### config.mk
export PLATFORM = sky130hd
export DESIGN_NAME = audio_sample_sequencer
export DESIGN_NICKNAME = d
export VERILOG_FILES = /design/src/rtl/audio_sample_sequencer.sv
export SDC_FILE = /design/constraint.sdc
export NUM_CORES = 1
export LEC_CHECK = 0
export CORE_ASPECT_RATIO = 0.6
export CORE_MARGIN = 5
export CORE_UTILIZATION = 53
export CTS_CLUSTER_SIZE = 40
export DETAILED_ROUTE_END_ITERATION = 8
export PLACE_DENSITY = 0.86
export SYNTH_ARGS = -nofsm -noshare
export SYNTH_HDL_FRONTEND = slang
export SYNTH_SLANG_ARGS = --single-unit
### constraint.sdc
create_clock -name clk -period 2.75 [get_ports clk]
set_clock_uncertainty 0.05 [all_clocks]
set_input_delay 0.55 -clock clk [delete_from_list [all_inputs] [get_ports clk]]
set_output_delay 0.55 -clock clk [all_outputs]
set_load 0.02 [all_outputs]
### src/rtl/audio_sample_sequencer.sv
// rtl/audio_sample_sequencer.sv - paced ROM fetch and per-period sample presentation for audio playback
module audio_sample_sequencer #(
  parameter int CLK_HZ      = 100000000,
  parameter int SAMPLE_RATE = 8000,
  parameter int ADDR_W      = 17,
  parameter int DATA_W      = 8,
  parameter int ROM_LATENCY = 1
) (
  input  logic              clk,
  input  logic              reset,
  input  logic              play,
  input  logic              pause,
  input  logic              stop,
  input  logic              loop_en,
  input  logic [ADDR_W-1:0] start_addr,
  input  logic [ADDR_W-1:0] end_addr,
  output logic [ADDR_W-1:0] rom_addr,
  output logic              rom_en,
  input  logic [DATA_W-1:0] rom_data,
  output logic [DATA_W-1:0] sample,
  output logic              sample_valid,
  output logic              playing,
  output logic              paused,
  output logic              done,
  output logic [31:0]       sample_index
);

  localparam int DIV = CLK_HZ / SAMPLE_RATE;
  localparam int TICK_W = $clog2(DIV);
  localparam logic [TICK_W-1:0] TICK_LAST = TICK_W'(DIV - 1);
  localparam logic [DATA_W-1:0] MIDSCALE = {1'b1, {(DATA_W-1){1'b0}}};

  typedef enum logic [1:0] {S_IDLE, S_PLAY, S_PAUSE} state_t;

  state_t                 state_q;
  logic [TICK_W-1:0]      tick_q, tick_d;
  logic [ADDR_W-1:0]      cur_q, cur_d;
  logic [ADDR_W-1:0]      start_q, end_q, rom_addr_q;
  logic [ROM_LATENCY-1:0] fetch_q, fetch_d;
  logic [ROM_LATENCY-1:0] last_q, last_d;
  logic                   issue, issue_last, capture;
  logic [DATA_W-1:0]      sample_q;
  logic                   valid_q, done_q;
  logic [31:0]            index_q;

  // Sample-period pacing: the counter only runs in PLAY and its wrap cycle issues one fetch
  always_comb begin
    tick_d     = tick_q;
    cur_d      = cur_q;
    issue      = 1'b0;
    issue_last = 1'b0;
    if (state_q == S_PLAY && !stop) begin
      if (tick_q == TICK_LAST) begin
        tick_d = '0;
        issue  = 1'b1;
      end else begin
        tick_d = tick_q + 1'b1;
      end
    end
    if (issue) begin
      if (cur_q != end_q) begin
        cur_d = cur_q + 1'b1;
      end else if (loop_en) begin
        cur_d = start_q;
      end else begin
        issue_last = 1'b1;
      end
    end
  end

  // In-flight fetch tracker: one slot per cycle of ROM latency, tagged when it ends the pass
  always_comb begin
    fetch_d    = '0;
    last_d     = '0;
    fetch_d[0] = issue;
    last_d[0]  = issue_last;
    for (int i = 1; i < ROM_LATENCY; i++) begin
      fetch_d[i] = fetch_q[i-1];
      last_d[i]  = last_q[i-1];
    end
  end

  assign capture = fetch_q[ROM_LATENCY-1];

  // Control FSM plus every registered output; stop and reset flush the fetch tracker
  always_ff @(posedge clk) begin
    if (reset) begin
      state_q    <= S_IDLE;
      tick_q     <= '0;
      cur_q      <= '0;
      start_q    <= '0;
      end_q      <= '0;
      rom_addr_q <= '0;
      fetch_q    <= '0;
      last_q     <= '0;
      sample_q   <= MIDSCALE;
      valid_q    <= 1'b0;
      done_q     <= 1'b0;
      index_q    <= '0;
    end else begin
      tick_q  <= tick_d;
      cur_q   <= cur_d;
      fetch_q <= fetch_d;
      last_q  <= last_d;
      valid_q <= capture;
      done_q  <= capture & last_q[ROM_LATENCY-1];
      if (issue) begin
        rom_addr_q <= cur_q;
      end
      if (capture) begin
        sample_q <= rom_data;
        index_q  <= index_q + 32'd1;
      end
      case (state_q)
        S_IDLE: begin
          if (play && !stop && end_addr >= start_addr) begin
            state_q <= S_PLAY;
            start_q <= start_addr;
            end_q   <= end_addr;
            cur_q   <= start_addr;
            tick_q  <= '0;
            index_q <= '0;
          end
        end
        default: begin
          if (stop) begin
            state_q  <= S_IDLE;
            sample_q <= MIDSCALE;
            index_q  <= index_q;
            fetch_q  <= '0;
            last_q   <= '0;
            valid_q  <= 1'b0;
            done_q   <= 1'b0;
          end else if (done_q) begin
            state_q <= S_IDLE;
          end else if (play) begin
            state_q <= S_PLAY;
          end else if (pause) begin
            state_q <= S_PAUSE;
          end
        end
      endcase
    end
  end

  assign rom_addr     = rom_addr_q;
  assign rom_en       = fetch_q[0];
  assign sample       = sample_q;
  assign sample_valid = valid_q;
  assign done         = done_q;
  assign sample_index = index_q;
  assign playing      = (state_q == S_PLAY);
  assign paused       = (state_q == S_PAUSE);

endmodule

-- Word-level counts from Yosys, hierarchy flattened
Cells that the tools add are included.
- register bits: 128
- output and inout port bits: 62
- word-level logic and storage cells: 66
- add/subtract/negate cells: 3
- magnitude comparators: 1
- eq/ne operators: 6
- muxes and demuxes: 35
- bitwise gates (word level): 1
- reduce and logical (&&, ||, !) cells: 8
- operator list (kind ; count):
    32-bit two-way mux ; 4
    17-bit two-way mux ; 5
    14-bit two-way mux ; 4
    32-bit by 1-bit adder with 32-bit output (second input constant) ; 1
    8-bit two-way mux ; 3
    17-bit by 1-bit adder with 17-bit output (second input constant) ; 1
    17-bit >= comparator ; 1
    17-bit inequality test ; 1
    14-bit by 1-bit adder with 14-bit output (second input constant) ; 1
    14-bit == test (second input constant) ; 1
    1-bit two-way mux ; 13
    2-bit two-way mux ; 6
    5-bit nonzero test ; 1
    2-bit AND reduction ; 2
    1-bit logical AND ; 3
    2-bit by 1-bit == test with 1-bit output (second input constant) ; 1
    2-bit == test (second input constant) ; 1
    2-bit logical NOT ; 1
    2-bit by 1-bit inequality test with 1-bit output (second input constant) ; 1
    2-bit inequality test (second input constant) ; 1
    1-bit bitwise AND ; 1
    1-bit logical NOT ; 1

-- Depth between registers and ports, before layout
- word-level depth: 6
- gate-level depth with buffers: 11
- depth with buffers taken out: 9

-- Least setup slack after synthesis
OpenSTA, ideal clock, no wires.
- kind: input port to flip-flop
- from: input start_addr[4]
- to: register cur_q[12]
- setup time: 0.092 ns
- arrival time: 2.224 ns
- path slack: 0.384 ns
- stages: 10
- path buffers: 1
- cells stage by stage: inv_1 ha_1 a21oi_1 o221ai_1 a221oi_1 nor4_2 nor2_2 nand2_2 buf_2 o32ai_1
- longest elaborated chain between the ends: 4
- ends and longest elaborated chain (what ; RTL line ; source):
    from (decl) ; 15 ; input logic [ADDR_W-1:0] start_addr,
    17-bit >= comparator ; 116 ; if (play && !stop && end_addr >= start_addr) begin
    1-bit logical AND ; 116 ;
    17-bit two-way mux ; 116 ;
    17-bit two-way mux ; 114 ; case (state_q)
    to (signal assigned) ; 102 ; cur_q <= cur_d;
    to (signal assigned) ; 120 ; cur_q <= start_addr;
    to (decl) ; 37 ; logic [ADDR_W-1:0] cur_q, cur_d;
Every way passes these cells.
A chain may end at the register's enable or synchronous reset.

-- Final worst setup path
- from: input start_addr[4]
- to: register cur_q[11]
Same word-level chain as after synthesis.

==> flow_summary.ini <==
[clock_network]
cts_buffers = 17
cts.sinks = 128
cts_tree = yes
insertion_delay_ps = 420
root_buffer = clkbuf_16
clkTransAtPathRegs_ps = 60
cts_hold_buf = 0
clk_path_buf_depth = 2
htreeDepth = 4

[finish]
final_cells = 1070
antennaDiodeCount = 0
area_growth_pct = 38.09
drive_above_1_share_pct = 15.27
nets = 965
fin_util_pct = 75.26

[power]
powerDensity_mw_per_mm2 = 601.5
p_leak_nw = 3.207
peakVddDrop_uv = 522.5

[outcome]
status = completed

[synthesis]
ys_types = 60
yosys_warnings = 0
synth_flop_cell = dfxtp_1
yosysSeqAreaShare_pct = 41.34
syn_avg_cell_area_um2 = 8.354
synthCells = 742
synth_area_leader_cell = dfxtp_1
netlist.area_leader.share_pct = 41.34
synthTopCellsByArea = dfxtp_1 41%, nand2_1 8.5%, a21oi_1 6.5%
syn-num-nets = 810
async_flop_share_pct = 0
synth-seq-cells = 128
synth_area_mm2 = 0.006198
synth_edf_count = 0

[min_path]
hp-start = rom_addr[12]$_SDFFE_PP0P_
hold_end = rom_addr[12]$_SDFFE_PP0P_
hold_path_depth = 2
hold_class = flop to flop

[floorplanning]
rows = 30
fp.dieArea_mm2 = 0.01403
start_util_pct = 54.50
die_x_um = 149.6
die_y_um = 93.77
io_pins = 110
core_area_mm2 = 0.01137

[setup_path]
setup.worst_path.class = input pin to flop
critPathMaxStageDelay_ps = 480
r2r-start = cur_q[0]$_SDFF_PP0_
cp_slowest_cell = clkdlybuf4s50_1
worst_setup_path_end_kind = flop
r2r_slack_ps = 300
cp.arrival_ps = 2950
path_cells = clkdlybuf4s50_1 > inv_1 > ha_1 > a21oi_2 > o221ai_2 > a221oi_2 > buf_4 > nor4_4 > nor2_2 > buf_6 > nand2_8 > o32ai_1
critPathRequiredTime_ps = 3010
r2r_end = cur_q[16]$_SDFF_PP0_
cp_max_fo = 12
ff2ff_path_depth = 8
start_kind = input pin

[detailed_routing]
drt-vias-per-instance = 5.659
drt-pass1-iter-count = 6
route.detailed.drc = 0
via_count = 6055
drtAntennaViolNets = 0
wl_um = 18400
wl_per_cell_um = 17.19
drt_iter0_drc = 616

[timing]
fin_crit_sh_pct = 97.74
tns_ps = 0
max_slew_margin_pct = 54.58
hold_viol = 0
worst_pin_slew_ps = 681.2
setup_viol = 0
max_freq_mhz = 372.0
fin_crit_ps = 2688
drv_slew = 0
worst_hold_slack_ps = 399.9

[grt]
antenna_found_initial = 0
grt_remaining_overflow = 0
grtUsageTotal_pct = 25.86
grt_pass1_wl_um = 28610
grt_pass1_vias = 5555
grt_max_degree = 61

[placed_design]
port_buffers = 109
place.gp.congestion = 0.8812
place_inst = 1035
dp_hpwl_um = 12820

[run]
maxCapViolations = 0
==> layer usage <==
| metal | vias to the layer above | GRT usage, % | share of wire (%) |
|---|---|---|---|
| met3 | 35 | 6.027 | 10 |
| met4 | 0 | 7.007 | 1.2 |
| li1 | 2861 | - | - |
| met2 | 334 | 38.76 | 44 |
| met5 | - | 0 | 0 |
| met1 | 2825 | 37.25 | 45 |
==> registers in the layout, summed over array words and instances (netlist names) <==
name / count
done: 1
sample_valid: 1
last_q: 1
end_q: 17
sample_index: 32
tick_q: 14
rom_en: 1
rom_addr: 17
start_q: 17
sample: 8
cur_q: 17
state_q: 2
==> cells in the mapped netlist, drive strengths merged (3+ instances only) <==
cell type,count
a21o,3
a21oi,81
and2,5
and3,10
and4,7
buf,27
clkbuf,12
dfxtp,128
ha,20
inv,25
mux2,4
mux2i,14
nand2,143
nand2b,5
nand3,33
nand4,21
nor2,71
nor3,7
nor4b,3
o21ai,15
o221ai,4
o22ai,6
o32ai,10
or2,3
or3,3
xnor2,26
xor2,33
==> repair_timing <==
item | 4_1_cts | 5_1_grt
endpoints found under the setup margin | 78 | 98
gates cloned | 0 | 2
resized for setup | 4 | 29
pin swaps | 0 | 3
buffers inserted | 0 | 1
==> critical path, delay by kind of cell <==
family                     cells  cell delay [ps]
buffers and inverters          4              870
and+or+nand+nor                3              260
AOI/OAI and AO/OA              4              920
adders and majority gates      1              330
==> stage by stage <==
step           worst slack [ps]  power [mW]  instance area [µm²]
6_report                  62.15       5.149                 8559
5_1_grt                  -21.47       5.303                 8559
4_1_cts                  -12.63       5.098                 8386
3_5_place_dp             -513.5       2.590                 7706
3_3_place_gp             -429.3       2.579                 7706
2_1_floorplan             384.0       2.391                 6198
==> cell type report <==
| class | count | area, µm² |
|---|---|---|
| Clock buffer | 17 | 425.4 |
| Fill cell | 818 | 2814 |
| Multi-Input combinational cell | 551 | 3407 |
| Inverter | 25 | 93.84 |
| Clock inverter | 15 | 232.7 |
| Timing Repair Buffer | 174 | 1638 |
| Tap cell | 160 | 200.2 |
| Sequential cell | 128 | 2562 |
==> power by group <==
| part | switching [mW] | internal [mW] | total, mW |
|---|---|---|---|
| Combinational | 0.361 | 0.304 | 0.664 |
| Sequential | 0.0584 | 1.90 | 1.96 |
| Clock | 0.901 | 1.62 | 2.52 |
| Total | 1.32 | 3.83 | 5.15 |
==> logic make-up after synthesis <==
group | count (synthesis) | share of synthesized area [%]
compound gates | 133 | 12.62
mux | 18 | 2.987
buf+inv | 64 | 5.571
flops | 128 | 41.34
fa+ha+maj | 20 | 4.037
simple gates | 320 | 24.87
xor+xnor | 59 | 8.579
==> placed cells by master, fill, tap and decap left out, types with 4 or more instances in the layout <==
| cell | Yosys | final |
|---|---|---|
| clkinv_4 | 0 | 5 |
| dfxtp_1 | 128 | 128 |
| a21oi_1 | 81 | 79 |
| buf_4 | 3 | 57 |
| o22ai_1 | 6 | 6 |
| clkbuf_16 | 0 | 18 |
| mux2i_1 | 14 | 14 |
| nor2_1 | 69 | 67 |
| nand4_1 | 19 | 19 |
| o21ai_0 | 13 | 11 |
| o32ai_2 | 0 | 4 |
| mux2_2 | 4 | 4 |
| nor2_2 | 2 | 4 |
| and4_1 | 7 | 7 |
| nand2_1 | 140 | 139 |
| and2_1 | 5 | 5 |
| xnor2_1 | 24 | 24 |
| nand3_1 | 31 | 31 |
| xor2_1 | 33 | 33 |
| clkdlybuf4s50_1 | 0 | 108 |
| ha_1 | 20 | 20 |
| bufinv_16 | 0 | 5 |
| inv_1 | 25 | 25 |
| nand2b_1 | 5 | 5 |
| and3_1 | 10 | 10 |
| o32ai_1 | 10 | 6 |
==> worst max-delay path by stage <==
stage | start | endpoint | slack [ps] | cells after the start
2_1_floorplan | start_addr[4] | cur_q[12]$_SDFF_PP0_ | 380 | 10
5_1_grt | start_addr[4] | tick_q[9]$_SDFF_PP0_ | -20 | 13
6_report | start_addr[4] | cur_q[11]$_SDFF_PP0_ | 60 | 12
3_5_place_dp | start_addr[4] | cur_q[0]$_SDFF_PP0_ | -510 | 12
3_3_place_gp | start_addr[4] | sample_index[11]$_SDFFE_PP0P_ | -430 | 12
4_1_cts | start_addr[4] | tick_q[9]$_SDFF_PP0_ | -10 | 12
Note: power is estimated with default switching activity, not from simulation.
